### src/rtl/forwarder_mp.sv
// forwarder_mp: single-ingress frame forwarder. Pulls 9-bit words from the RX
// FIFO into a circular buffer, captures the {dst,src} tuple, runs a held
// req/ack lookup with timeout, then replicates the frame to the selected TX
// ports (all-or-nothing per word) or drains it silently.
// Optional build macro: FWD_HAIRPIN_EN (allow forwarding back out PORT_NUM).
module forwarder_mp #(
    parameter int NPORT     = 4,
    parameter int PORT_NUM  = 0,
    parameter int DEPTH     = 64,
    parameter int LOOKUP_TO = 255
) (
    input  logic             sys_clk,
    input  logic             sys_rst_n,
    input  logic [8:0]       rx_dout,
    input  logic             rx_empty,
    output logic             rx_rd_en,
    output logic [8:0]       tx_din,
    output logic [NPORT-1:0] tx_wr_en,
    input  logic [NPORT-1:0] tx_full,
    output logic             lookup_req,
    output logic [95:0]      lookup_tuple,
    input  logic             lookup_ack,
    input  logic [NPORT-1:0] lookup_fwd_port
);
    localparam int AW = $clog2(DEPTH);

    typedef enum logic [2:0] {IDLE, HDR, LOOKUP, FWD, DROP} state_t;
    state_t state, state_nx;

    logic [8:0]       mem [DEPTH];
    logic [AW-1:0]    wr_ptr, rd_ptr;
    logic [AW:0]      count;
    logic [AW+1:0]    fill;
    logic             eof_seen, rd_pending;
    logic [3:0]       byte_idx;   // header bytes captured so far, saturates at 12
    logic [3:0]       widx;       // header index of the word being pushed now
    logic [6:0]       tpos;
    logic [15:0]      to_cnt;
    logic [NPORT-1:0] mask, ack_mask;
    logic [8:0]       pop_word;
    logic             push, pop, word_term, pop_term, tx_stall;

    // The read in flight counts against free space so a full buffer never overflows.
    assign fill     = {1'b0, count} + (AW+2)'(rd_pending);
    assign rx_rd_en = sys_rst_n && !rx_empty && !eof_seen && !(rd_pending && !rx_dout[8])
                      && (fill < (AW+2)'(DEPTH));

    // Gap words are only kept once a frame is open; the opening byte is byte 0.
    assign push      = rd_pending && (state != IDLE || rx_dout[8]);
    assign word_term = push && !rx_dout[8];
    assign pop_word  = mem[rd_ptr];
    assign pop_term  = !pop_word[8];
    assign tx_stall  = |(tx_full & mask);
    assign widx      = (state == IDLE) ? 4'd0 : byte_idx;
    assign tpos      = 7'd88 - {widx, 3'b000};

`ifdef FWD_HAIRPIN_EN
    assign ack_mask = lookup_fwd_port;
`else
    assign ack_mask = lookup_fwd_port & ~(NPORT'(1) << PORT_NUM);
`endif

    // FSM state register
    always_ff @(posedge sys_clk or negedge sys_rst_n) begin
        if (!sys_rst_n) state <= IDLE;
        else            state <= state_nx;
    end

    // FSM next-state: header collect, lookup with timeout, then forward or drain
    always_comb begin
        state_nx = state;
        case (state)
            IDLE:   if (push) state_nx = HDR;
            HDR:    if (word_term) state_nx = DROP;
                    else if (push && byte_idx == 4'd11) state_nx = LOOKUP;
            LOOKUP: if (lookup_ack) state_nx = (ack_mask != '0) ? FWD : DROP;
                    else if (to_cnt == 16'(LOOKUP_TO - 1)) state_nx = DROP;
            FWD,
            DROP:   if (pop && pop_term) state_nx = IDLE;
            default: state_nx = IDLE;
        endcase
    end

    // FSM outputs: lookup request and buffer pop
    always_comb begin
        lookup_req = (state == LOOKUP);
        pop        = 1'b0;
        if (state == FWD)  pop = (count != '0) && !tx_stall;
        if (state == DROP) pop = (count != '0);
    end

    // Buffer storage; contents need no reset, occupancy is tracked by count
    always_ff @(posedge sys_clk) begin
        if (push) mem[wr_ptr] <= rx_dout;
    end

    // Buffer pointers, occupancy, read-pending and end-of-frame tracking
    always_ff @(posedge sys_clk or negedge sys_rst_n) begin
        if (!sys_rst_n) begin
            wr_ptr     <= '0;
            rd_ptr     <= '0;
            count      <= '0;
            rd_pending <= 1'b0;
            eof_seen   <= 1'b0;
        end else begin
            rd_pending <= rx_rd_en;
            if (push) wr_ptr <= wr_ptr + 1'b1;
            if (pop)  rd_ptr <= rd_ptr + 1'b1;
            if (push && !pop)      count <= count + 1'b1;
            else if (!push && pop) count <= count - 1'b1;
            if (pop && pop_term)   eof_seen <= 1'b0;
            else if (word_term)    eof_seen <= 1'b1;
        end
    end

    // Header capture: bytes 0..11 fill the tuple MSB first, then it holds
    always_ff @(posedge sys_clk or negedge sys_rst_n) begin
        if (!sys_rst_n) begin
            byte_idx     <= '0;
            lookup_tuple <= '0;
        end else if (push) begin
            if (widx < 4'd12) lookup_tuple[tpos +: 8] <= rx_dout[7:0];
            byte_idx <= (widx == 4'd12) ? 4'd12 : widx + 4'd1;
        end
    end

    // Lookup timeout counter and destination mask latch
    always_ff @(posedge sys_clk or negedge sys_rst_n) begin
        if (!sys_rst_n) begin
            to_cnt <= '0;
            mask   <= '0;
        end else begin
            to_cnt <= (state == LOOKUP) ? to_cnt + 16'd1 : 16'd0;
            if (state == LOOKUP && lookup_ack) mask <= ack_mask;
        end
    end

    // TX write port: every selected port gets the popped word in the same cycle
    always_ff @(posedge sys_clk or negedge sys_rst_n) begin
        if (!sys_rst_n) begin
            tx_din   <= '0;
            tx_wr_en <= '0;
        end else if (pop && state == FWD) begin
            tx_din   <= pop_word;
            tx_wr_en <= mask;
        end else begin
            tx_wr_en <= '0;
        end
    end
endmodule

### config.mk
export PLATFORM = sky130hd
export DESIGN_NAME = forwarder_mp
export DESIGN_NICKNAME = d
export VERILOG_FILES = /design/src/rtl/forwarder_mp.sv
export SDC_FILE = /design/constraint.sdc
export NUM_CORES = 1
export LEC_CHECK = 0
export ABC_CLOCK_PERIOD_IN_PS = 9850
export CAP_MARGIN = 40
export CELL_PAD_IN_SITES_DETAIL_PLACEMENT = 0
export CELL_PAD_IN_SITES_GLOBAL_PLACEMENT = 1
export CORE_MARGIN = 2
export CORE_UTILIZATION = 44
export CTS_CLUSTER_SIZE = 20
export DETAILED_ROUTE_END_ITERATION = 10
export GPL_TIMING_DRIVEN = 1
export MAX_ROUTING_LAYER = met4
export PLACE_DENSITY_LB_ADDON = 0.1
export SYNTH_ARGS = -nofsm -noshare
export SYNTH_HDL_FRONTEND = slang
export SYNTH_SLANG_ARGS = --single-unit
### constraint.sdc
create_clock -name sys_clk -period 9.85 [get_ports sys_clk]
set_input_delay 2.955 -clock sys_clk [delete_from_list [all_inputs] [get_ports sys_clk]]
set_output_delay 2.955 -clock sys_clk [all_outputs]
set_load 0.01 [all_outputs]
==> summary.md <==
| Metric | Value |
|---|---|
| CP peak stage delay | 0.62 ns |
| Area grow syn2layout | 17.7% |
| CP arrival | roughly 4.8 ns |
| Vias in the first global route | approximately 16,000 |
| Pre-CTS WS | roughly 2.1 ns |
| Period utilization | 0.784 |
| Largest net degree at the start of global routing | 96 |
| Async S/R FF share, synth | 0.212 |
| Final core area utilization | 0.523 |
| Drc violations | 0 |
| Final nets | roughly 1,800 |
| DIE HEIGHT | between 200 and 300 um |
| Worst path slowest cell | or4b_2 |
| CP Class | primary input to output pin |
| Unique masters post-synth | just under 70 |
| First-pass GRT wire length | ~100 mm |
| Mapped Avg Cell Area | 18.4 um2 |
| Total grt overflow | 0 |
| IO Count | 132 |
| CTS max path bufs | 3 |
| Crit path max fanout | between 40 and 50 |
| Final ANT Viol Nets | 0 |
| DPL Wire Length | 42.6 mm |
| Final total power | 7.34 mW |
| Leakage | 12.1 nW |
| Post-Route WL | between 60 and 70 mm |
| Element type at the critical path start | primary input |
| Post-synth EDFFs | around 580 |
| Initial antenna violation count | 0 |
| Iteration-0 DRC Markers | 1,058 |
| Register area share after synthesis | 0.725 |
| Syn. warnings | 0 |
| Routed vias | 15,300 |
| Detail-routed via count per cell | approximately 5.6 |
| Clock sink count | 731 |
| Clock root cell | clkbuf_16 |
| Worst-skew pair later-pin latency | slightly above 0.6 ns |
| Postcts setup bufs | 0 |
| Worst Setup Slack, final | roughly 2.1 ns |
| Placer congestion estimate | ~0.86 |
| CTS tree | yes |
| Max Freq | 129 MHz |
| Setup violators final | 0 |
| Worst hold path type | flop to flop |
| RSZ-0062 raised after global routing | false |
| Core region area | between 0.06 and 0.07 mm2 |
| Worst VDD drop | about 0.12 mV |
| Actual slew at the worst max-slew pin | 1.03 ns |
| Most common cell after layout, fill and taps aside | edfxtp_1 |
| Row count | between 90 and 100 |
| Crit path required time | ~7 ns |
| Syn Inst Count | 1,590 |
| Minimum clock period | a little under 8 ns |
| CTS Hold Bufs | 0 |
| Initial core utilization | 0.444 |
| Post-Syn Area | between 0.02 and 0.03 mm2 |
| CP Capture Type | output pin |
| Primary FF master, synth | edfxtp_1 |
| Max-Cap Viols | 0 |
| Critical path, cell by cell | buf_6, or4b_2, a21oi_1, clkdlybuf4s50_1 |
| Run status | finished, final reports clean |
| Worst hold slack | 0.475 ns |
| H-tree levels | 3 |
| Slew Viols, Final | 0 |
| Yosys reg bits | between 700 and 800 |
| Layout cells sized above 1 | 0.252 |
| Pwr Density | 214 mW/mm2 |
| Setup Total Neg Slack | 0 ns |
| Die area | a little under 0.07 mm2 |
| Clock skew | between 0.015 and 0.02 ns |
| DR pass1 iterations | 5 |
| CTS buffer count | 77 |
| Die W | 262 um |
| Post-CTS sizing | 0 |
| N_diodes | 0 |
| Worst slew margin | 0.307 |
| Worst-path clk slew | ~0.060 ns |
| Syn Nets | between 1,500 and 2,000 |
| Most frequent cells in the layout | 576 x edfxtp_1, 152 x dfrtp_1, 136 x mux4_2, 118 x clkdlybuf4s50_1, 101 x mux2_2 |
| I/O Buffers | approximately 130 |
| All-Layer GR Usage | 0.214 |
| Final Hold Viols | 0 |
| Drt wl/cell | between 20 and 30 um |
[cells in the mapped netlist, types with 9 or more instances]
master	number	share of area
mux2i_1	38	0.013
nor3_1	9	0.0015
buf_2	21	0.0036
nor2b_1	9	0.0019
a211o_1	9	0.0027
ha_1	15	0.0064
a21oi_1	10	0.0017
dfrtp_1	155	0.13
buf_1	17	0.0022
mux2_2	101	0.039
xnor2_1	16	0.0048
edfxtp_1	576	0.59
nand2_1	60	0.0077
and3_1	21	0.0045
xor2_1	10	0.0030
a211oi_1	11	0.0028
nor2_1	100	0.013
nand3_1	21	0.0036
o21ai_0	12	0.0021
inv_1	19	0.0024
o211ai_1	12	0.0031
and2_1	12	0.0026
clkbuf_1	36	0.0046
mux4_2	136	0.10
nand4_1	10	0.0021
o22ai_1	37	0.0079
[worst max-delay path: cells and delay by family]
| kind | cells | cell delay (ns) |
|---|---|---|
| compound gates | 1 | 0.18 |
| simple gates | 1 | 0.62 |
| buf+inv | 2 | 0.95 |
[power by group]
group          internal, mW  switching [mW]
Clock                  1.70            1.17
Combinational         0.464           0.500
Sequential             3.39           0.109
[layout make-up]
| type | count | area, um2 |
|---|---|---|
| Clock buffer | 105 | 2170 |
| Clock inverter | 35 | 350 |
| Fill cell | 5303 | 31400 |
| Inverter | 20 | 75.1 |
| Multi-Input combinational cell | 761 | 7620 |
| Sequential cell | 731 | 21200 |
| Tap cell | 864 | 1080 |
| Timing Repair Buffer | 210 | 1880 |
[state kept, by name, indices dropped and copies added, names as in the netlist]
register / cells
mem: 576
lookup_tuple: 96
to_cnt: 16
tx_din: 9
count: 7
rd_ptr: 6
wr_ptr: 6
byte_idx: 4
mask: 3
state: 3
tx_wr_en: 3
eof_seen: 1
rd_pending: 1
[logic make-up after synthesis]
logic type      after synthesis  synth area share
flops                       731             0.725
mux                         276             0.157
simple gates                305            0.0552
compound gates              137            0.0333
buf+inv                      98            0.0140
fa+ha+maj                    16           0.00711
xor+xnor                     26           0.00780
other cells                   1          0.000128
[stage by stage]
stage	instance area (um2)	cells
after floorplan	29200	1590
after global routing	34400	2726
after global placement	31400	2523
after CTS	34300	2724
after detailed placement	31800	2584
final	34400	2726
[worst paths after layout]
check	start	endpoint	slack [ns]	cells after the start
worst max-delay path	sys_rst_n	rx_rd_en	2.13	4
worst min-delay path	lookup_tuple[12]	lookup_tuple[12]	0.47	1
worst max register to register	state[1]	lookup_tuple[16]	5.78	7
worst min register to register	lookup_tuple[12]	lookup_tuple[12]	0.47	1
max in group asynchronous	sys_rst_n	lookup_tuple[85]	6.33	2
min in group asynchronous	sys_rst_n	lookup_tuple[1]	2.30	1
[per-layer routing]
metal	GRT usage	share of wire	up-vias
met5	-	0	-
met4	0.0691	0.025	0
met3	0.0392	0.052	111
met2	0.349	0.50	401
met1	0.274	0.42	8052
li1	-	-	6776
Power figures use the tool's default switching activity.
